===== src/rtl/multdiv_unit.sv =====
// multdiv_unit: iterative signed WIDTH-bit multiply / divide.
// Multiply: radix-2 shift-add on operand magnitudes, one bit per cycle.
// Divide: restoring division on magnitudes, one bit per cycle.
// A result is registered on the last iteration, and data_resultRDY pulses for
// the one DONE cycle that follows.
// Optional macro MULTDIV_RADIX4_EN: the multiply uses radix-4 modified Booth
// recoding on the signed operands, two bits per cycle (WIDTH/2 iterations).
module multdiv_unit #(
  parameter int WIDTH = 32
) (
  input  logic             clock,
  input  logic             reset,
  input  logic [WIDTH-1:0] data_operandA,
  input  logic [WIDTH-1:0] data_operandB,
  input  logic             ctrl_MULT,
  input  logic             ctrl_DIV,
  output logic [WIDTH-1:0] data_result,
  output logic             data_exception,
  output logic             data_resultRDY
);

  localparam int CW = $clog2(WIDTH) + 1;
`ifdef MULTDIV_RADIX4_EN
  localparam int MUL_STEPS = WIDTH / 2;
`else
  localparam int MUL_STEPS = WIDTH;
`endif

  typedef enum logic [1:0] {IDLE, MUL, DIV, DONE} state_t;

  state_t           state, state_nx;
  logic             start;
  logic [CW-1:0]    cnt;
  logic             last_mul, last_div;
  logic             neg, dz, dovf;
  logic [WIDTH-1:0] mcand, dvsr, rem, quo;
  logic [WIDTH-1:0] diff, rem_nx, quo_nx, quot;
  logic [WIDTH:0]   shifted;
  logic             ge;
  logic [2*WIDTH-1:0] prod;
  logic             mul_exc;
`ifdef MULTDIV_RADIX4_EN
  logic [2*WIDTH+2:0] r, r_nx;
  logic [WIDTH+1:0]   a_ext, addend, hi_sum;
`else
  logic [2*WIDTH-1:0] p, p_nx;
  logic [WIDTH:0]     mul_sum;
`endif

  // Two's complement magnitude; the most-negative value maps to 2^(WIDTH-1).
  function automatic logic [WIDTH-1:0] mag(input logic [WIDTH-1:0] x);
    return x[WIDTH-1] ? -x : x;
  endfunction

  assign start    = ctrl_MULT | ctrl_DIV;
  assign last_mul = (cnt == CW'(MUL_STEPS - 1));
  assign last_div = (cnt == CW'(WIDTH - 1));
  assign data_resultRDY = (state == DONE);

`ifdef MULTDIV_RADIX4_EN
  // Booth step: recode {b[2k+1], b[2k], b[2k-1]} into -2..+2, add into the
  // high half, then arithmetic shift the whole accumulator right by two.
  always_comb begin
    a_ext = {{2{mcand[WIDTH-1]}}, mcand};
    unique case (r[2:0])
      3'b001, 3'b010: addend = a_ext;
      3'b011:         addend = a_ext << 1;
      3'b100:         addend = -(a_ext << 1);
      3'b101, 3'b110: addend = -a_ext;
      default:        addend = '0;
    endcase
    hi_sum = r[2*WIDTH+2:WIDTH+1] + addend;
    r_nx   = $signed({hi_sum, r[WIDTH:0]}) >>> 2;
    prod   = r_nx[2*WIDTH:1];
  end
`else
  // Shift-add step: conditionally add the multiplicand into the high half,
  // shift right; the multiplier drains out of the low half.
  always_comb begin
    mul_sum = {1'b0, p[2*WIDTH-1:WIDTH]} + (p[0] ? {1'b0, mcand} : '0);
    p_nx    = {mul_sum, p[WIDTH-1:1]};
    prod    = neg ? -p_nx : p_nx;
  end
`endif

  // Signed overflow: the upper half plus the result sign bit must all agree.
  assign mul_exc = ~((&prod[2*WIDTH-1:WIDTH-1]) | ~(|prod[2*WIDTH-1:WIDTH-1]));

  // Restoring divide step on magnitudes; the sign is applied to the final quotient.
  always_comb begin
    shifted = {rem, quo[WIDTH-1]};
    ge      = (shifted >= {1'b0, dvsr});
    diff    = shifted[WIDTH-1:0] - dvsr;
    rem_nx  = ge ? diff : shifted[WIDTH-1:0];
    quo_nx  = {quo[WIDTH-2:0], ge};
    quot    = neg ? -quo_nx : quo_nx;
  end

  // State register.
  always_ff @(posedge clock or posedge reset) begin
    if (reset) state <= IDLE;
    else       state <= state_nx;
  end

  // Next state: any start pulse restarts (MULT beats DIV), else iterate to DONE.
  always_comb begin
    state_nx = state;
    if (start) begin
      state_nx = ctrl_MULT ? MUL : DIV;
    end else begin
      unique case (state)
        IDLE:    state_nx = IDLE;
        MUL:     if (last_mul) state_nx = DONE;
        DIV:     if (last_div) state_nx = DONE;
        DONE:    state_nx = IDLE;
        default: state_nx = IDLE;
      endcase
    end
  end

  // Datapath: latch operands on start, iterate, register the result on the last step.
  always_ff @(posedge clock or posedge reset) begin
    if (reset) begin
      cnt            <= '0;
      neg            <= 1'b0;
      dz             <= 1'b0;
      dovf           <= 1'b0;
      mcand          <= '0;
      dvsr           <= '0;
      rem            <= '0;
      quo            <= '0;
`ifdef MULTDIV_RADIX4_EN
      r              <= '0;
`else
      p              <= '0;
`endif
      data_result    <= '0;
      data_exception <= 1'b0;
    end else if (start) begin
      cnt  <= '0;
      neg  <= data_operandA[WIDTH-1] ^ data_operandB[WIDTH-1];
      dz   <= (data_operandB == '0);
      dovf <= (data_operandA == {1'b1, {(WIDTH-1){1'b0}}}) && (&data_operandB);
      dvsr <= mag(data_operandB);
      quo  <= mag(data_operandA);
      rem  <= '0;
`ifdef MULTDIV_RADIX4_EN
      mcand <= data_operandA;
      r     <= {{(WIDTH+2){1'b0}}, data_operandB, 1'b0};
`else
      mcand <= mag(data_operandA);
      p     <= {{WIDTH{1'b0}}, mag(data_operandB)};
`endif
    end else if (state == MUL) begin
`ifdef MULTDIV_RADIX4_EN
      r   <= r_nx;
`else
      p   <= p_nx;
`endif
      cnt <= cnt + 1'b1;
      if (last_mul) begin
        data_result    <= prod[WIDTH-1:0];
        data_exception <= mul_exc;
      end
    end else if (state == DIV) begin
      rem <= rem_nx;
      quo <= quo_nx;
      cnt <= cnt + 1'b1;
      if (last_div) begin
        data_result    <= dz ? '0 : quot;
        data_exception <= dz | dovf;
      end
    end
  end

endmodule


===== config.mk =====
export PLATFORM = sky130hd
export DESIGN_NAME = multdiv_unit
export DESIGN_NICKNAME = d
export VERILOG_FILES = /design/src/rtl/multdiv_unit.sv
export SDC_FILE = /design/constraint.sdc
export NUM_CORES = 1
export LEC_CHECK = 0
export ABC_AREA = 1
export BUFFER_PORTS_ARGS = -buffer_cell sky130_fd_sc_hd__buf_2
export CAP_MARGIN = 30
export CORE_UTILIZATION = 50
export DETAILED_ROUTE_END_ITERATION = 7
export HOLD_SLACK_MARGIN = 0.05
export PLACE_DENSITY_LB_ADDON = 0.08
export SYNTH_ARGS = -nofsm -noshare
export SYNTH_HDL_FRONTEND = slang
export SYNTH_SLANG_ARGS = --single-unit
export TNS_END_PERCENT = 20

===== constraint.sdc =====
create_clock -name clock -period 7.4 [get_ports clock]
set_input_delay 1.48 -clock clock [delete_from_list [all_inputs] [get_ports clock]]
set_output_delay 1.48 -clock clock [all_outputs]
set_load 0.05 [all_outputs]

# == Word-level counts from Yosys, hierarchy flattened ==
# Index checks and enable logic that the tools add are counted.
# classes
muxes,30
n_eq_ne,9
bitwise_logic,7
order_cmp,1
reduce_logical,14
n_addsub,7
# op_table
op,count
2-to-1 mux 32 bit,16
2-to-1 mux 64 bit,3
negator 32 bit,3
negator 64 bit,1
adder 32 x 32 -> 33 bit,1
>= comparator 33 x 32 -> 1 bit,1
AND reduction 33 bit,1
OR reduction 33 bit,1
== test 32 bit (second input constant),1
zero test 32 bit,1
AND reduction 32 bit,1
subtractor 32 bit,1
2-to-1 mux 6 bit,3
adder 6 x 1 -> 6 bit (second input constant),1
== test 6 x 5 -> 1 bit (second input constant),1
2-to-1 mux 2 bit,3
inequality test 2 bit (second input constant),3
nonzero test 2 bit,3
== test 2 bit (second input constant),2
2-to-1 mux 1 bit,4
case mux 2 bit (2 select lines),1
AND reduction 4 bit,1
OR reduction 2 bit,2
inequality test 3 x 1 -> 1 bit (second input constant),1
other kinds (8),12
# word_totals
word_cells,80
ff_bits,236

# == Longest topological paths before layout ==
# depth
word_depth,10
ltp_mapped,33

# == Worst setup path after synthesis ==
# Ideal clock, no wire load.
# synth_path
path_kind,register to register
startpoint,register rem[1]
endpoint,register data_result[28]
stages_incl_launch_ff,32
setup_time_ns,0.082
path_slack_ns,3.325
period_less_slack_ns,4.075
t_arrival_ns,3.993
cell_sequence,dfrtp_1 -> ha_1 -> a21oi_1 -> nand2_1 -> a21oi_2 -> o21ai_2 -> a21boi_2 -> o21ai_1 -> nand2_1 -> nand2_2 -> a21o_1 -> nand2_2 -> nand2_4 -> inv_4 -> buf_6 -> ha_1 -> inv_1 -> nor3_2 -> inv_1 -> nor3_1 -> inv_1 -> nor3_2 -> nand3_1 -> nor2_1 -> nand3_1 -> nor2_1 -> nor2_1 -> a21oi_1 -> o21ai_1 -> a21oi_1 -> o21ai_0 -> a31oi_1
# synth_via
elab_chain_cells,7
# synth_rtl
element,line_no,rtl
"start, declared",36,"logic [WIDTH-1:0] mcand, dvsr, rem, quo;"
"start signal, assigned",166,rem <= rem_nx;
>= comparator 33 x 32 -> 1 bit,92,"ge = (shifted >= {1'b0, dvsr});"
negator 32 bit,96,quot = neg ? -quo_nx : quo_nx;
2-to-1 mux 32 bit,96,
2-to-1 mux 32 bit,170,data_result <= dz ? '0 : quot;
2-to-1 mux 32 bit,169,if (last_div) begin
2-to-1 mux 32 bit,165,end else if (state == DIV) begin
2-to-1 mux 32 bit,154,end else if (state == MUL) begin
"end signal, assigned",162,data_result <= prod[WIDTH-1:0];
"end signal, assigned",170,
"end, declared",17,"output logic [WIDTH-1:0] data_result,"
# No other way between the ends. The select of a mux whose other input is x is not followed.
# A chain may end at the register's enable or synchronous reset.

# == Worst setup path after layout ==
# layout_path
startpoint,register rem[1]
endpoint,register data_result[30]
# Same word-level chain as after synthesis.

==> results_dict.tcl <==
set metrics [dict create \
    path_delay_family "simple AND/OR/NAND/NOR gates" \
    rr_worst_depth 29 \
    core_area_um2 37670 \
    track_usage_pct 35.17 \
    cts_repair_resize_count 0 \
    layout_common_cells "nand2_1, inv_1, nor2_1, dfrtp_1, o21ai_0" \
    drtIter0Drc 1579 \
    port_buffers 101 \
    drive_gt1_share_pct 10.23 \
    slew_violations 0 \
    status "completed" \
    syn_to_final_growth_pct 9.599 \
    p_comb_share_pct 33.3 \
    grt_first_pass_wirelength_um 106100 \
    synth_cell_types 56 \
    nets 3160 \
    clock_latency_ns 0.58 \
    synth_edf_count 0 \
    hpwl_um 52370 \
    cts.reportedPaths.clkPinSlew_ns 0.06 \
    first_pass_iters 5 \
    synth_flop_cell "dfrtp_1" \
    p_int_mw 2.669 \
    power_density_nw_per_um2 219.0 \
    first_global_vias 18829 \
    crit_buf_inv 4 \
    max_freq_ghz 0.1880 \
    fin_setup_tns_ns 0 \
    crit_type "reg -> reg" \
    die_h_um 197.7 \
    syn_inst 2952 \
    wirelength_um 67570 \
    seqPwrFrac_pct 35.7 \
    grt_start_max_net_pins 148 \
    ant_nets 0 \
    hold_viol_final 0 \
    cpPeakStageDelay_ns 0.39 \
    cp_slowest_cell "dfrtp_1" \
    async_flop_share_pct 100.0 \
    hold_depth 1 \
    period_share_pct 71.88 \
    boundaryPins 102 \
    antennaDiodeCount 0 \
    synth_area_per_cell_um2 6.486 \
    cts_tree "yes" \
    clockRootBuffer "clkbuf_16" \
    die_w_um 197.7 \
    rsz0062_at_grt "no" \
    drc_errors 0 \
    ir_drop_mv 0.3383 \
    grt_overflow_total 0 \
    cts_hold_buf 0 \
    period_minus_slack_ns 5.319 \
    antenna_found_initial 1 \
    total_power_mw 4.595 \
    skew_ns 0.02670 \
    netSwitchingFraction_pct 41.91 \
    path_depth 29 \
    maxCapViolations 0 \
    clk_path_buf_depth 3 \
    cpMostUsedCell "nand2_1" \
    hold_path.class "reg -> reg" \
    wl_per_cell_um 19.03 \
    path_max_fanout 59 \
    post_cts_buffers 0 \
    gp_congestion 0.9877 \
    clock-sinks 236 \
    ys_seq_area_share_pct 30.84 \
    relSlewSlack_pct 31.68 \
    pwr-share-clk_pct 30.9 \
    ys_ff_latch 236 \
    end_kind "flip-flop" \
    p_leak_nw 10.86 \
    ys_warn_count 0 \
    fill_cells 3875 \
    initial_core_util_pct 50.83 \
    vias 19998 \
    layout_commonest_cell "nand2_1" \
    syn_area_um2 19150 \
    dieArea_um2 39080 \
    vias_per_cell 5.633 \
    setup_viol 0 \
    tightest_slew_ns 1.023 \
    synth_nets 3095 \
    required_ns 7.88 \
    cp.arrival_ns 5.80 \
    rows 71 \
    startpoint_type "flip-flop" \
    htreeDepth 1 \
    switchingPower_mw 1.926 \
    numCtsBuffers 29 \
]
-- stage by stage --
stage / hold WS [ns] / setup WS (ns) / cell area [µm²] / utilization [%] / std cells
final: 0.4656 / 2.081 / 20990 / 55.71 / 3550
after global placement: 0.4499 / 2.313 / 20030 / 53.17 / 3496
after global routing: 0.4982 / 1.455 / 20990 / 55.71 / 3550
after detailed placement: 0.4606 / 2.200 / 20030 / 53.17 / 3496
after floorplan: 0.4349 / 2.828 / 19150 / - / 2952
after CTS: 0.4685 / 2.147 / 20960 / 55.64 / 3549
-- worst register-to-register path: cells and delay by family, from the launching register on --
kind            cells  cell delay [ns]
fa+ha+maj           2             0.56
flops               1             0.39
xor+xnor            1             0.17
compound gates      9             1.65
simple gates       13             1.88
buf+inv             4             0.60
-- final cells by class --
class                   count  area, µm²  area share, %
clock buffers              40      817.0          3.893
inverters                 452       1703          8.115
well taps                 511      639.4          3.047
clock inverters            13      112.6         0.5366
flip-flops and latches    236       5907          28.15
repair buffers            122      695.7          3.315
multi-input cells        2176      11110          52.95
-- routing by layer --
| metal | track usage, % | part of all wire [%] |
|---|---|---|
| met1 | 46.31 | 42 |
| met2 | 57.29 | 45 |
| met3 | 5.178 | 7.4 |
| met4 | 15.50 | 4.7 |
| met5 | 0 | 0.019 |
-- registers in the layout, indices dropped and copies added, names as in the netlist --
register,flops
data_result,32
rem,32
dz,1
data_exception,1
cnt,6
state,2
mcand,32
quo,32
dvsr,32
p,64
neg,1
dovf,1
-- power by group through the flow --
| stage | combinational (mW) | sequential [mW] | clock (mW) |
|---|---|---|---|
| 2_1_floorplan | 0.790 | 1.89 | 0 |
| 3_3_place_gp | 1.50 | 1.66 | 0 |
| 3_5_place_dp | 1.51 | 1.65 | 0 |
| 4_1_cts | 1.52 | 1.63 | 1.43 |
| 5_1_grt | 1.67 | 1.66 | 1.48 |
| 6_report | 1.53 | 1.64 | 1.42 |
-- cell usage after synthesis, types with 23 or more instances --
master    number  area share [%]
o221ai_1      40             1.8
nand2_2       41             1.3
o21ai_0      228             6.0
nand4_1       45             1.5
ha_1          73             4.8
nand2_1      793              16
inv_1        428             8.4
clkbuf_1      53             1.0
o211ai_1      24            0.94
a21oi_1      156             4.1
dfrtp_1      236              31
nor2_1       290             5.7
a31oi_1       23            0.75
nand3_1      219             5.7
nor3_1        33            0.86
-- logic make-up after synthesis --
group | Yosys count | synth area share [%]
compound gates | 540 | 16.23
flops | 236 | 30.84
fa+ha+maj | 75 | 4.979
buf+inv | 540 | 11.18
simple gates | 1523 | 35.03
xor+xnor | 38 | 1.738
-- final timing paths --
path | from | to | slack (ns)
hold reg to reg | cnt[5] | cnt[5] | 0.47
max in group asynchronous | reset | neg | 5.29
hold / removal | cnt[5] | cnt[5] | 0.47
setup reg to reg | rem[1] | data_result[30] | 2.08
setup / recovery | rem[1] | data_result[30] | 2.08
min in group asynchronous | reset | mcand[7] | 0.93
No activity file was read; power rests on OpenSTA's default activity.
